--- src/rtl/load_store_unit_pkg.sv ---
// Shared types for the load/store unit: access size codes and FSM states.
// Also hosts the alignment rule used when an access is accepted.
package load_store_unit_pkg;

    typedef enum logic [1:0] {
        NONE     = 2'b00,
        BYTE     = 2'b01,
        HALFWORD = 2'b10,
        WORD     = 2'b11
    } size_e;

    typedef enum logic [2:0] {
        IDLE,
        RD,
        WR,
        RMW_RD,
        RMW_WR,
        ERR
    } state_e;

    function automatic logic misaligned(input size_e sz, input logic [1:0] lo);
        return (sz == WORD && lo != 2'b00) || (sz == HALFWORD && lo[0]);
    endfunction

endpackage

--- src/rtl/load_store_unit_align.sv ---
// Byte-lane steering: merges store data into a memory word and
// extracts/sign-extends load data from one.
module lsu_align
    import load_store_unit_pkg::*;
(
    input  size_e       size_i,
    input  logic [1:0]  lane_i,
    input  logic [31:0] wdata_i,
    input  logic [31:0] rdata_i,
    output logic [31:0] merged_o,
    output logic [31:0] load_o
);

    logic [4:0]  sh;
    logic [31:0] mask;
    logic [31:0] rd_sh;

    assign sh    = {lane_i, 3'b000};
    assign rd_sh = rdata_i >> sh;

    always_comb begin
        mask   = 32'hFFFF_FFFF;
        load_o = rd_sh;
        case (size_i)
            BYTE: begin
                mask   = 32'h0000_00FF << sh;
                load_o = {{24{rd_sh[7]}}, rd_sh[7:0]};
            end
            HALFWORD: begin
                mask   = 32'h0000_FFFF << sh;
                load_o = {{16{rd_sh[15]}}, rd_sh[15:0]};
            end
            default: ;
        endcase
        merged_o = (rdata_i & ~mask) | ((wdata_i << sh) & mask);
    end

endmodule

--- src/rtl/load_store_unit.sv ---
// Single-outstanding load/store unit with registered memory port and
// read-modify-write handling for sub-word stores.
module load_store_unit
    import load_store_unit_pkg::*;
(
    input  logic        clk_i,
    input  logic        n_rst_i,
    input  logic        req_valid_i,
    output logic        req_ready_o,
    input  logic [31:0] req_addr_i,
    input  logic [31:0] req_wdata_i,
    input  logic [1:0]  ctrl_mem_read_i,
    input  logic [1:0]  ctrl_mem_write_i,
    output logic        resp_valid_o,
    output logic [31:0] resp_data_o,
    output logic        resp_err_o,
    output logic        mem_req_o,
    output logic        mem_we_o,
    output logic [7:0]  mem_addr_o,
    output logic [31:0] mem_wdata_o,
    input  logic        mem_ack_i,
    input  logic [31:0] mem_rdata_i
);

    state_e      state_q, state_d;
    size_e       size_q, size_d;
    logic [1:0]  lane_q, lane_d;
    logic [31:0] wdata_q, wdata_d;
    logic        mem_req_q, mem_req_d;
    logic        mem_we_q, mem_we_d;
    logic [7:0]  mem_addr_q, mem_addr_d;
    logic [31:0] mem_wdata_q, mem_wdata_d;
    logic        resp_valid_q, resp_valid_d;
    logic        resp_err_q, resp_err_d;
    logic [31:0] resp_data_q, resp_data_d;

    logic        is_st, is_ld;
    size_e       req_sz;
    logic [31:0] merged, load_data;
    logic        unused_addr;

    // Only a 1 KiB window is addressed; upper address bits are ignored.
    assign unused_addr = ^req_addr_i[31:10];

    assign is_st  = ctrl_mem_write_i != 2'(NONE);
    assign is_ld  = ctrl_mem_read_i != 2'(NONE);
    assign req_sz = is_st ? size_e'(ctrl_mem_write_i)
                          : size_e'(ctrl_mem_read_i);

    lsu_align u_align (
        .size_i   (size_q),
        .lane_i   (lane_q),
        .wdata_i  (wdata_q),
        .rdata_i  (mem_rdata_i),
        .merged_o (merged),
        .load_o   (load_data)
    );

    always_comb begin
        state_d      = state_q;
        size_d       = size_q;
        lane_d       = lane_q;
        wdata_d      = wdata_q;
        mem_req_d    = mem_req_q;
        mem_we_d     = mem_we_q;
        mem_addr_d   = mem_addr_q;
        mem_wdata_d  = mem_wdata_q;
        resp_valid_d = 1'b0;
        resp_err_d   = 1'b0;
        resp_data_d  = 32'h0;
        unique case (state_q)
            IDLE: begin
                if (req_valid_i && (is_st || is_ld)) begin
                    size_d     = req_sz;
                    lane_d     = req_addr_i[1:0];
                    wdata_d    = req_wdata_i;
                    mem_addr_d = req_addr_i[9:2];
                    if (misaligned(req_sz, req_addr_i[1:0])) begin
                        state_d      = ERR;
                        resp_valid_d = 1'b1;
                        resp_err_d   = 1'b1;
                    end else if (!is_st) begin
                        state_d   = RD;
                        mem_req_d = 1'b1;
                        mem_we_d  = 1'b0;
                    end else if (req_sz == WORD) begin
                        state_d     = WR;
                        mem_req_d   = 1'b1;
                        mem_we_d    = 1'b1;
                        mem_wdata_d = req_wdata_i;
                    end else begin
                        state_d   = RMW_RD;
                        mem_req_d = 1'b1;
                        mem_we_d  = 1'b0;
                    end
                end
            end
            RD: begin
                if (mem_ack_i) begin
                    state_d      = IDLE;
                    mem_req_d    = 1'b0;
                    resp_valid_d = 1'b1;
                    resp_data_d  = load_data;
                end
            end
            RMW_RD: begin
                if (mem_ack_i) begin
                    state_d     = RMW_WR;
                    mem_we_d    = 1'b1;
                    mem_wdata_d = merged;
                end
            end
            WR, RMW_WR: begin
                if (mem_ack_i) begin
                    state_d      = IDLE;
                    mem_req_d    = 1'b0;
                    mem_we_d     = 1'b0;
                    resp_valid_d = 1'b1;
                end
            end
            ERR:     state_d = IDLE;
            default: state_d = IDLE;
        endcase
    end

    always_ff @(posedge clk_i or negedge n_rst_i) begin
        if (!n_rst_i) begin
            state_q      <= IDLE;
            size_q       <= NONE;
            lane_q       <= 2'b00;
            wdata_q      <= 32'h0;
            mem_req_q    <= 1'b0;
            mem_we_q     <= 1'b0;
            mem_addr_q   <= 8'h0;
            mem_wdata_q  <= 32'h0;
            resp_valid_q <= 1'b0;
            resp_err_q   <= 1'b0;
            resp_data_q  <= 32'h0;
        end else begin
            state_q      <= state_d;
            size_q       <= size_d;
            lane_q       <= lane_d;
            wdata_q      <= wdata_d;
            mem_req_q    <= mem_req_d;
            mem_we_q     <= mem_we_d;
            mem_addr_q   <= mem_addr_d;
            mem_wdata_q  <= mem_wdata_d;
            resp_valid_q <= resp_valid_d;
            resp_err_q   <= resp_err_d;
            resp_data_q  <= resp_data_d;
        end
    end

    assign req_ready_o  = state_q == IDLE;
    assign resp_valid_o = resp_valid_q;
    assign resp_err_o   = resp_err_q;
    assign resp_data_o  = resp_data_q;
    assign mem_req_o    = mem_req_q;
    assign mem_we_o     = mem_we_q;
    assign mem_addr_o   = mem_addr_q;
    assign mem_wdata_o  = mem_wdata_q;

endmodule

--- config.mk ---
export PLATFORM = sky130hd
export DESIGN_NAME = load_store_unit
export DESIGN_NICKNAME = d
export VERILOG_FILES = /design/src/rtl/load_store_unit_pkg.sv /design/src/rtl/load_store_unit_align.sv /design/src/rtl/load_store_unit.sv
export SDC_FILE = /design/constraint.sdc
export NUM_CORES = 1
export LEC_CHECK = 0
export ABC_AREA = 0
export CORE_UTILIZATION = 30
export DETAILED_ROUTE_END_ITERATION = 7
export SLEW_MARGIN = 0
export SYNTH_ARGS = -nofsm -noshare
export SYNTH_HDL_FRONTEND = slang
export SYNTH_SLANG_ARGS = --single-unit
--- constraint.sdc ---
create_clock -name clk_i -period 3.95 [get_ports clk_i]
set_clock_uncertainty 0.1 [all_clocks]
set_input_delay 0.79 -clock clk_i [delete_from_list [all_inputs] [get_ports clk_i]]
set_output_delay 0.79 -clock clk_i [all_outputs]
set_load 0.05 [all_outputs]
Word-level counts from Yosys, hierarchy flattened
Cells that the tools add are included.
Storage, ports and cells
  register bits after elaboration: 115
  input bits: 104
  output and inout bits: 77
  logic and storage cells: 86
Cells by class
  equal/unequal tests: 15
  shift operators: 4
  mux-type cells: 33
  bitwise gates (word level): 4
  reductions and logical operators: 19
Operators by type and width (number)
  two-way mux 32 bit: 7
  one-hot mux 32 bit (2 select lines): 3
  AND 32 bit: 2
  NOT 32 bit: 1
  OR 32 bit: 1
  << shifter 16 x 5 -> 32 bit (first input constant): 1
  << shifter 32 x 5 -> 32 bit: 1
  << shifter 8 x 5 -> 32 bit (first input constant): 1
  right shift 32 x 5 -> 32 bit: 1
  two-way mux 1 bit: 13
  two-way mux 3 bit: 4
  nonzero test 2 bit: 5
  one-hot mux 3 bit (3 select lines): 1
  inequality test 2 x 1 -> 1 bit (second input constant): 4
  equality test 2 bit (second input constant): 3
  equality test 3 x 2 -> 1 bit (second input constant): 2
  inequality test 2 bit (second input constant): 3
  AND reduction 6 bit: 1
  AND reduction 5 bit: 1
  two-way mux 2 bit: 2
  one-hot mux 1 bit (2 select lines): 2
  AND reduction 4 bit: 1
  equality test 3 x 1 -> 1 bit (second input constant): 1
  equality test 3 bit (second input constant): 1
  other kinds (10): 13

Longest topological paths before layout
Gate-level depths: netlist of run 1.
  depth in word-level cells: 8
  depth in mapped cells: 9
  depth with buffers taken out: 7

By module
A second synthesis of run 1 with hierarchy kept.
Unflattened totals
  cell total of the unflattened synthesis: 536
  area total of the unflattened synthesis: 6570.1 µm²
By module, submodules not included
  load_store_unit: instances 1, cells each 324, area an instance 4843.4 µm², sequential area each 2877.8 µm²
  lsu_align: instances 1, cells each 212, area an instance 1726.7 µm², sequential area each 0.0 µm²

Least setup slack after synthesis of run 1
Ideal clock, no wire load.
  path type: reg2reg
  start: reg state_q[1]
  end: reg mem_wdata_q[28] (netlist: mem_wdata_o[28])
  library setup time: 125 ps
  arrival time: 2550 ps
  slack: 1175 ps
  cell stages (with the launch flop): 6
  path buffers: 2
  path through: dfrtp_1 > buf_4 > nor3_1 > a22oi_4 > buf_6 > mux2_4
On the way
  longest elaborated chain between the ends: 3
  elaborated cells on any way between the ends: 10
Ends and longest elaborated chain
  start, declared: line load_store_unit.sv:25  | state_e state_q, state_d;
  start signal, assigned: line load_store_unit.sv:140  | state_q <= state_d;
  logical NOT 3 bit *
  named net req_ready_o: line load_store_unit.sv:9  | output logic req_ready_o,
  inequality test 2 x 1 -> 1 bit (no line) (tied with other cells)
  AND reduction 6 bit (no line)
  end signal, assigned: line load_store_unit.sv:147  | mem_wdata_q <= mem_wdata_d;
  end, declared: line load_store_unit.sv:32  | logic [31:0] mem_wdata_q, mem_wdata_d;
Mark *: on every way through the listed nets, which the timed path passes. The rest lies on a longest branch.
A chain may end at the register's enable or synchronous reset.

Worst setup path after layout of run 1
  start: reg state_q[0]
  end: out req_ready_o
On the way
  longest elaborated chain between the ends: 1
Ends and longest elaborated chain
  logical NOT 3 bit: line load_store_unit.sv:154  | assign req_ready_o = state_q == IDLE;
  end, declared: line load_store_unit.sv:9
No other way between the ends.

==> key figures, run 1 <==
Timing
  – Rel. slew slack: 46.1%
  – Final hold vios: 0
  – Fmax: 319 MHz
  – RSZ-0062 raised after global routing: false
  – Period Utilization, post-route: 79.3%
  – Total negative slack: 0 ps
  – Setup WS post-layout: 819 ps
  – Final setup fails: 0
  – Tmin final: 3130 ps
  – Worst-Margin Slew: 808 ps
  – Pins Over Slew Limit: 0

Power and ir drop
  – Sequential power share: 27.6%
  – Pwr Density: 930 nW/um^2
  – Pint: 4.27 mW
  – Comb power frac: 52.8%
  – VDD IR-drop max: 435 uV
  – Total chip power: 7.73 mW
  – Sw frac: 44.7%
  – Leakage: 3.41 nW
  – Sw Pwr: 3.45 mW
  – Clk pwr share: 19.6%

Setup path
  – R2r setup slk: 1410 ps
  – Crit Path Class: reg -> out
  – Reg2reg start: lane_q[0]
  – WP data arrival: 2240 ps
  – Kind of end point of the critical path: primary output
  – Worst path required time: 3060 ps
  – Worst setup path endpoint: req_ready_o
  – Max FO, Critical Path: 12
  – CP startpoint kind: flip-flop
  – Critical path launch point: state_q[0]
  – Reg2reg path depth: 6
  – FF-to-FF End: mem_wdata_o[4]

Floorplanning
  – Total die area: 20400 um^2
  – Initial Utilization: 30.6%
  – IO Count: 181
  – Die W: 143 um
  – Die Y: 143 um
  – Row Count: 51
  – Core area: 19500 um^2

Synth
  – Unique masters post-synth: 41
  – Synth Warn #: 0
  – Async S/R FF share, synth: 100%
  – Avg Inst Size Synth: 10.6 um^2
  – Post-synth EDFFs: 0
  – Syn nets: 668
  – Top_reg_cell synth: dfrtp_1
  – Area contributors post-synth: dfrtp_1 48%, mux2_2 17%, a21oi_1 4.5%, nand2_1 4.3%, mux2i_1 4.2%
  – Area of the mapped netlist: 5950 um^2
  – Area leader, netlist: dfrtp_1
  – Share of the synthesized area in the top cell type: 48.3%
  – Sequential share of the synthesized area: 48.3%
  – Register bit total from synthesis: 115
  – Synth Instances: 562

Clock network
  – Clk slew on worst S/H paths: 50 ps
  – Cts-stage hold buffer count: 0
  – CTS Sinks: 115
  – Post-CTS Setup Bufs: 0
  – Clock Tree Buf Depth: 2
  – CTS tree: built
  – CTS resizes: 0
  – # H-tree levels: 4
  – Root buf cell: clkbuf_16
  – Worst skew pair latency: 420 ps
  – Num CTS Buffers: 17

Detailed routing
  – Met3 WL: 1.42 mm
  – # DRC: 0
  – Met2 routed WL: 8.41 mm
  – Initial drt markers: 330
  – Drt total wl: 18.6 mm
  – Via-to-Cell Ratio: 5.00
  – WL/cell: 18.9 um
  – DR vias: 4916
  – Met1 Wirelength: 8.28 mm
  – TritonRoute pass-1 iters: 5
  – DR top layer: met4
  – Antenna-violating nets left: 0

Status
  – Status: finished, final reports clean

Placed design
  – Pre-CTS setup slack: 734 ps
  – HPWL after DPL: 13.4 mm
  – PortBufs: 158
  – GP Congestion: 0.833

Global routing
  – Total grt overflow: 0
  – Initial antenna violation count: 0
  – Largest net degree at the start of global routing: 116
  – Vias in the first global route: 5093
  – First-pass GRT wire length: 28.5 mm
  – Overall global routing resource usage: 19.0%

Job
  – Max-cap violations: 0

Hold path
  – Worst hold path type: in -> async

Layout
  – Area Overhead vs Synth: 39.5%
  – # fillers: 1845
  – Layout cells sized above 1: 19.5%
  – Number of nets in the layout: 812
-- cell families (layout without fill, tap and decap cells) --
kind of cell               count (synthesis)  after routing  share of synthesized area [%]
AOI/OAI and AO/OA                        141            141                           14.6
xor gates and xnor gates                   1              1                          0.147
adders and majority gates                  2              2                          0.420
buffers and inverters                     49            204                           4.14
DFF                                      115            115                           48.3
muxes                                    115            115                           21.3
other                                      0              1                              0
and+or+nand+nor                          139            139                           11.1
-- worst min path at each step --
stage | cells after the start | start | to
after CTS | 2 | n_rst_i | mem_addr_o[6]
after global placement | 2 | mem_req_o | mem_req_o
after detailed placement | 2 | mem_req_o | mem_req_o
after global routing | 1 | wdata_q[20] | wdata_q[20]
final | 2 | n_rst_i | mem_addr_o[6]
after floorplan | 1 | wdata_q[31] | wdata_q[31]
-- sequential cells by signal, indices dropped and copies added, names as in the netlist --
| signal | count |
|---|---|
| lane_q | 2 |
| mem_addr_o | 8 |
| mem_req_o | 1 |
| mem_wdata_o | 32 |
| mem_we_o | 1 |
| resp_data_o | 32 |
| resp_err_o | 1 |
| resp_valid_o | 1 |
| size_q | 2 |
| state_q | 3 |
| wdata_q | 32 |
-- metrics by stage --
| stage | std cells | util [%] | hold WS, ps | cell area (um^2) |
|---|---|---|---|---|
| after floorplan | 562 | - | 377 | 5950 |
| after global placement | 952 | 39.7 | 368 | 7730 |
| after detailed placement | 952 | 39.7 | 385 | 7730 |
| after CTS | 982 | 42.7 | 388 | 8300 |
| after global routing | 982 | 42.7 | 414 | 8300 |
| final | 983 | 42.7 | 364 | 8310 |
-- synth_stat cells, types with 2 or more instances --
library cell / number
buf_6: 4
buf_2: 15
nor3b_1: 10
o211ai_1: 16
o41ai_2: 2
inv_1: 5
nand2_1: 68
nor3_1: 4
clkbuf_1: 22
dfrtp_1: 115
ha_1: 2
mux2_2: 89
o2bb2ai_1: 2
a211oi_1: 22
and2b_2: 2
and2_1: 2
a22oi_1: 2
nor2_1: 24
nor4_1: 2
or2_2: 3
a21oi_1: 54
mux2i_1: 25
o21ai_0: 37
nand3_1: 9
nor2b_1: 10
-- worst max-delay path, stage by stage, from the launching register on --
cell,delay [ps]
dfrtp_1,510
nor3_1,420
clkdlybuf4s50_1,890
-- power groups by stage --
stage / clock network [mW] / registers [mW] / logic, mW
2_1_floorplan: 0 / 2.97 / 1.98
3_3_place_gp: 0 / 2.12 / 4.03
3_5_place_dp: 0 / 2.15 / 4.07
4_1_cts: 1.55 / 2.13 / 4.09
5_1_grt: 1.60 / 2.21 / 4.34
6_report: 1.52 / 2.13 / 4.08
-- layout make-up --
| class | instances | area [um^2] | share of cell area (%) |
|---|---|---|---|
| clock inverter | 5 | 75.1 | 0.904 |
| tap | 265 | 332 | 3.99 |
| timing repair buffer | 169 | 1670 | 20.2 |
| sequential | 115 | 2880 | 34.7 |
| multi-input combinational | 398 | 2830 | 34.0 |
| antenna | 1 | 2.50 | 0.0301 |
| inverter | 5 | 18.8 | 0.226 |
| clock buffer | 25 | 495 | 5.97 |
-- cell usage in the layout (no fill, tap or decap), types with 3 or more instances in the layout --
cell / n
a211oi_1: 22
a21oi_1: 54
buf_4: 11
clkbuf_1: 4
clkbuf_16: 17
clkbuf_8: 4
clkdlybuf4s50_1: 157
clkinv_2: 3
dfrtp_1: 113
inv_1: 5
mux2_2: 89
mux2i_1: 25
nand2_1: 68
nand3_1: 9
nor2_1: 24
nor2b_1: 10
nor3_1: 4
nor3b_1: 10
o211ai_1: 16
o21ai_0: 37
or2_2: 3
-- layer usage --
layer	GRT usage, %	vias to the layer above
met1	24.0	2396
met3	6.41	29
met5	0	-
li1	-	2305
met2	29.4	186
met4	8.21	0
No activity file was read; power rests on OpenSTA's default activity.
==> run 2, diff against run 1 <==
clock period = 2.7 ns   (was 3.95 ns; I/O delays follow)
==> key figures, run 2 (synthesis gave the netlist of run 1 again) <==
Status
  – Status: finished, final reports clean

Setup path
  – CP startpoint kind: flip-flop
  – Worst path required time: 2900 ps (-160 ps)
  – Worst path cell trace: inv_1 > ha_1 > or2_2 > o21a_1 > nand2_1 > o211ai_1 > mux2_2
  – FF-to-FF End: mem_wdata_o[14]
  – Largest stage delay, worst path: 420 ps (-470 ps)
  – Crit path max-delay family: simple AND/OR/NAND/NOR gates
  – Highest-delay cell along the critical path: or2_2
  – Reg2reg path depth: 7 (+1)
  – R2r setup slk: 200 ps (-1210 ps)
  – Crit Path Class: reg -> reg
  – WP data arrival: 2700 ps (+460 ps)
  – Max FO, Critical Path: 9 (-3)
  – Kind of end point of the critical path: flip-flop
  – Reg2reg start: size_q[0]
  – Buf/Inv on CP: 1 (unchanged)

Layout
  – Post-Route Utilization: 43.2% (+0.53 points)
  – Leading cell type in the layout, fill and taps excluded: clkdlybuf4s50_1
  – Non-Filler Instances: 994 (+1.1%)
  – Commonest non-fill, non-tap cells in the layout: 156 x clkdlybuf4s50_1, 113 x dfrtp_1, 89 x mux2_2, 68 x nand2_1, 54 x a21oi_1
  – Area Overhead vs Synth: 41.3%
  – Layout cells sized above 1: 21.4% (+1.9 points)
  – Final Cell Area: 8410 um^2 (+1.2%)
  – Ant. Diodes: 0 (-1)
  – Number of nets in the layout: 825 (+1.6%)

Detailed routing
  – TritonRoute pass-1 iters: 4 (-1)
  – WL/cell: 18.9 um (about the same)
  – # DRC: 0 (unchanged)
  – Initial drt markers: 327 (-0.91%)
  – Antenna-violating nets left: 0 (unchanged)
  – Drt total wl: 18.8 mm (+1.1%)
  – DR vias: 4914 (-0.041%)
  – Via-to-Cell Ratio: 4.94 (-1.1%)

Timing
  – Final setup fails: 0 (unchanged)
  – Period Utilization, post-route: 92.5%
  – Total negative slack: 0 ps (unchanged)
  – Tmin final: 2500 ps
  – Final hold vios: 0 (unchanged)
  – RSZ-0062 raised after global routing: false
  – Fmax: 400 MHz
  – Worst-Margin Slew: 587 ps (-221 ps)
  – Pins Over Slew Limit: 0 (unchanged)
  – Rel. slew slack: 60.8% (+15 points)

Hold path
  – Worst hold path type: reg -> reg
  – Worst hold stages: 1
  – Hold_sp: mem_addr_o[5]
  – Hold endpoint: mem_addr_o[5]

Floorplanning
  – Die W: 143 um (unchanged)
  – Die Y: 143 um (unchanged)
  – Initial Utilization: 30.6% (unchanged)
  – Core area: 19500 um^2 (unchanged)
  – IO Count: 181 (unchanged)
  – Row Count: 51 (unchanged)
  – Total die area: 20400 um^2 (unchanged)

Clock network
  – CTS tree: built
  – Num CTS Buffers: 17 (unchanged)
  – Clk slew on worst S/H paths: 50 ps (about the same)
  – # H-tree levels: 4 (unchanged)
  – Worst skew pair latency: 410 ps (about the same)
  – CTS resizes: 0 (unchanged)
  – Clock Tree Buf Depth: 2 (unchanged)
  – Root buf cell: clkbuf_16
  – CTS Sinks: 115 (unchanged)

Global routing
  – First-pass GRT wire length: 29.0 mm (+1.7%)
  – Overall global routing resource usage: 19.3% (+0.36 points)
  – Largest net degree at the start of global routing: 52 (-55%)
  – Vias in the first global route: 5103 (+0.20%)
  – Initial antenna violation count: 0 (unchanged)
  – Total grt overflow: 0 (unchanged)

Placed design
  – Placement Cell Area: 7850 um^2 (+1.5%)
  – PortBufs: 158 (unchanged)
  – HPWL after DPL: 13.9 mm (+4.1%)
  – GP Congestion: 0.873 (+4.8%)
  – Cells after DPL: 964 (+1.3%)

Power and ir drop
  – VDD IR-drop max: 771 uV (+77%)
  – Leakage: 3.47 nW (+1.8%)
  – Pwr Density: 1340 nW/um^2 (+44%)

Job
  – Max-cap violations: 0 (unchanged)
run 2: changes by cell type in the layout (fill, tap and decap cells not counted), sizes merged:
cell,delta
clkdlybuf4s50,-1
buf,+13
bufinv,-2
clkinvlp,+1
dlygate4sd3,+1
diode,-1
run 2: final cells by class:
type,instances,area (um^2)
Inverter,5,18.8
Sequential cell,115,2880
Clock inverter,4,22.5
Tap cell,265,332
Fill cell,1872,11100
Multi-Input combinational cell,398,2830
Timing Repair Buffer,182,1800
Clock buffer,25,526
run 2: metrics by stage:
step                setup WS, ps  power [mW]  hold WS, ps
finish                       203        11.3          403
detailed placement         -60.3        9.24          395
global route                 131        11.9          418
floorplan                    488        7.26          144
CTS                          235        11.4          406
global placement            47.9        9.12          386
run 2: how the worst max path moves through the flow:
stage,from,endpoint,depth (start not counted),slack (ps)
4_1_cts,size_q[0],mem_wdata_o[14],7,240
3_5_place_dp,ctrl_mem_write_i[1],mem_wdata_o[25],7,-60
5_1_grt,size_q[0],mem_wdata_o[14],7,130
3_3_place_gp,ctrl_mem_write_i[1],mem_wdata_o[22],7,50
2_1_floorplan,state_q[1],mem_wdata_o[28],5,490
6_report,size_q[0],mem_wdata_o[14],7,200
run 2: report_power, final:
part | total [mW] | switching [mW] | internal, mW | leakage [nW]
Combinational | 6.17 | 3.71 | 2.46 | 1.78
Clock | 2.07 | 0.751 | 1.32 | 0.273
Sequential | 3.04 | 0.580 | 2.46 | 1.43
Total | 11.3 | 5.05 | 6.24 | 3.47
run 2: metal layers:
metal / track usage [%] / vias up / share of wire [%]
li1: - / 2320 / -
met1: 24.7 / 2412 / 44
met2: 31.0 / 160 / 47
met3: 5.87 / 22 / 6.5
met4: 6.45 / 0 / 1.8
met5: 0 / - / 0
run 2: repair_timing:
action,in CTS,in global routing
hold buffers,1,0
hold endpoints to repair,6,0
buffers inserted,0,0
run 2: worst register-to-register path: stages (launching register included):
cell	delay, ps
dfrtp_1	340
inv_1	60
ha_1	410
or2_2	420
o21a_1	220
nand2_1	310
o211ai_1	220
mux2_2	310
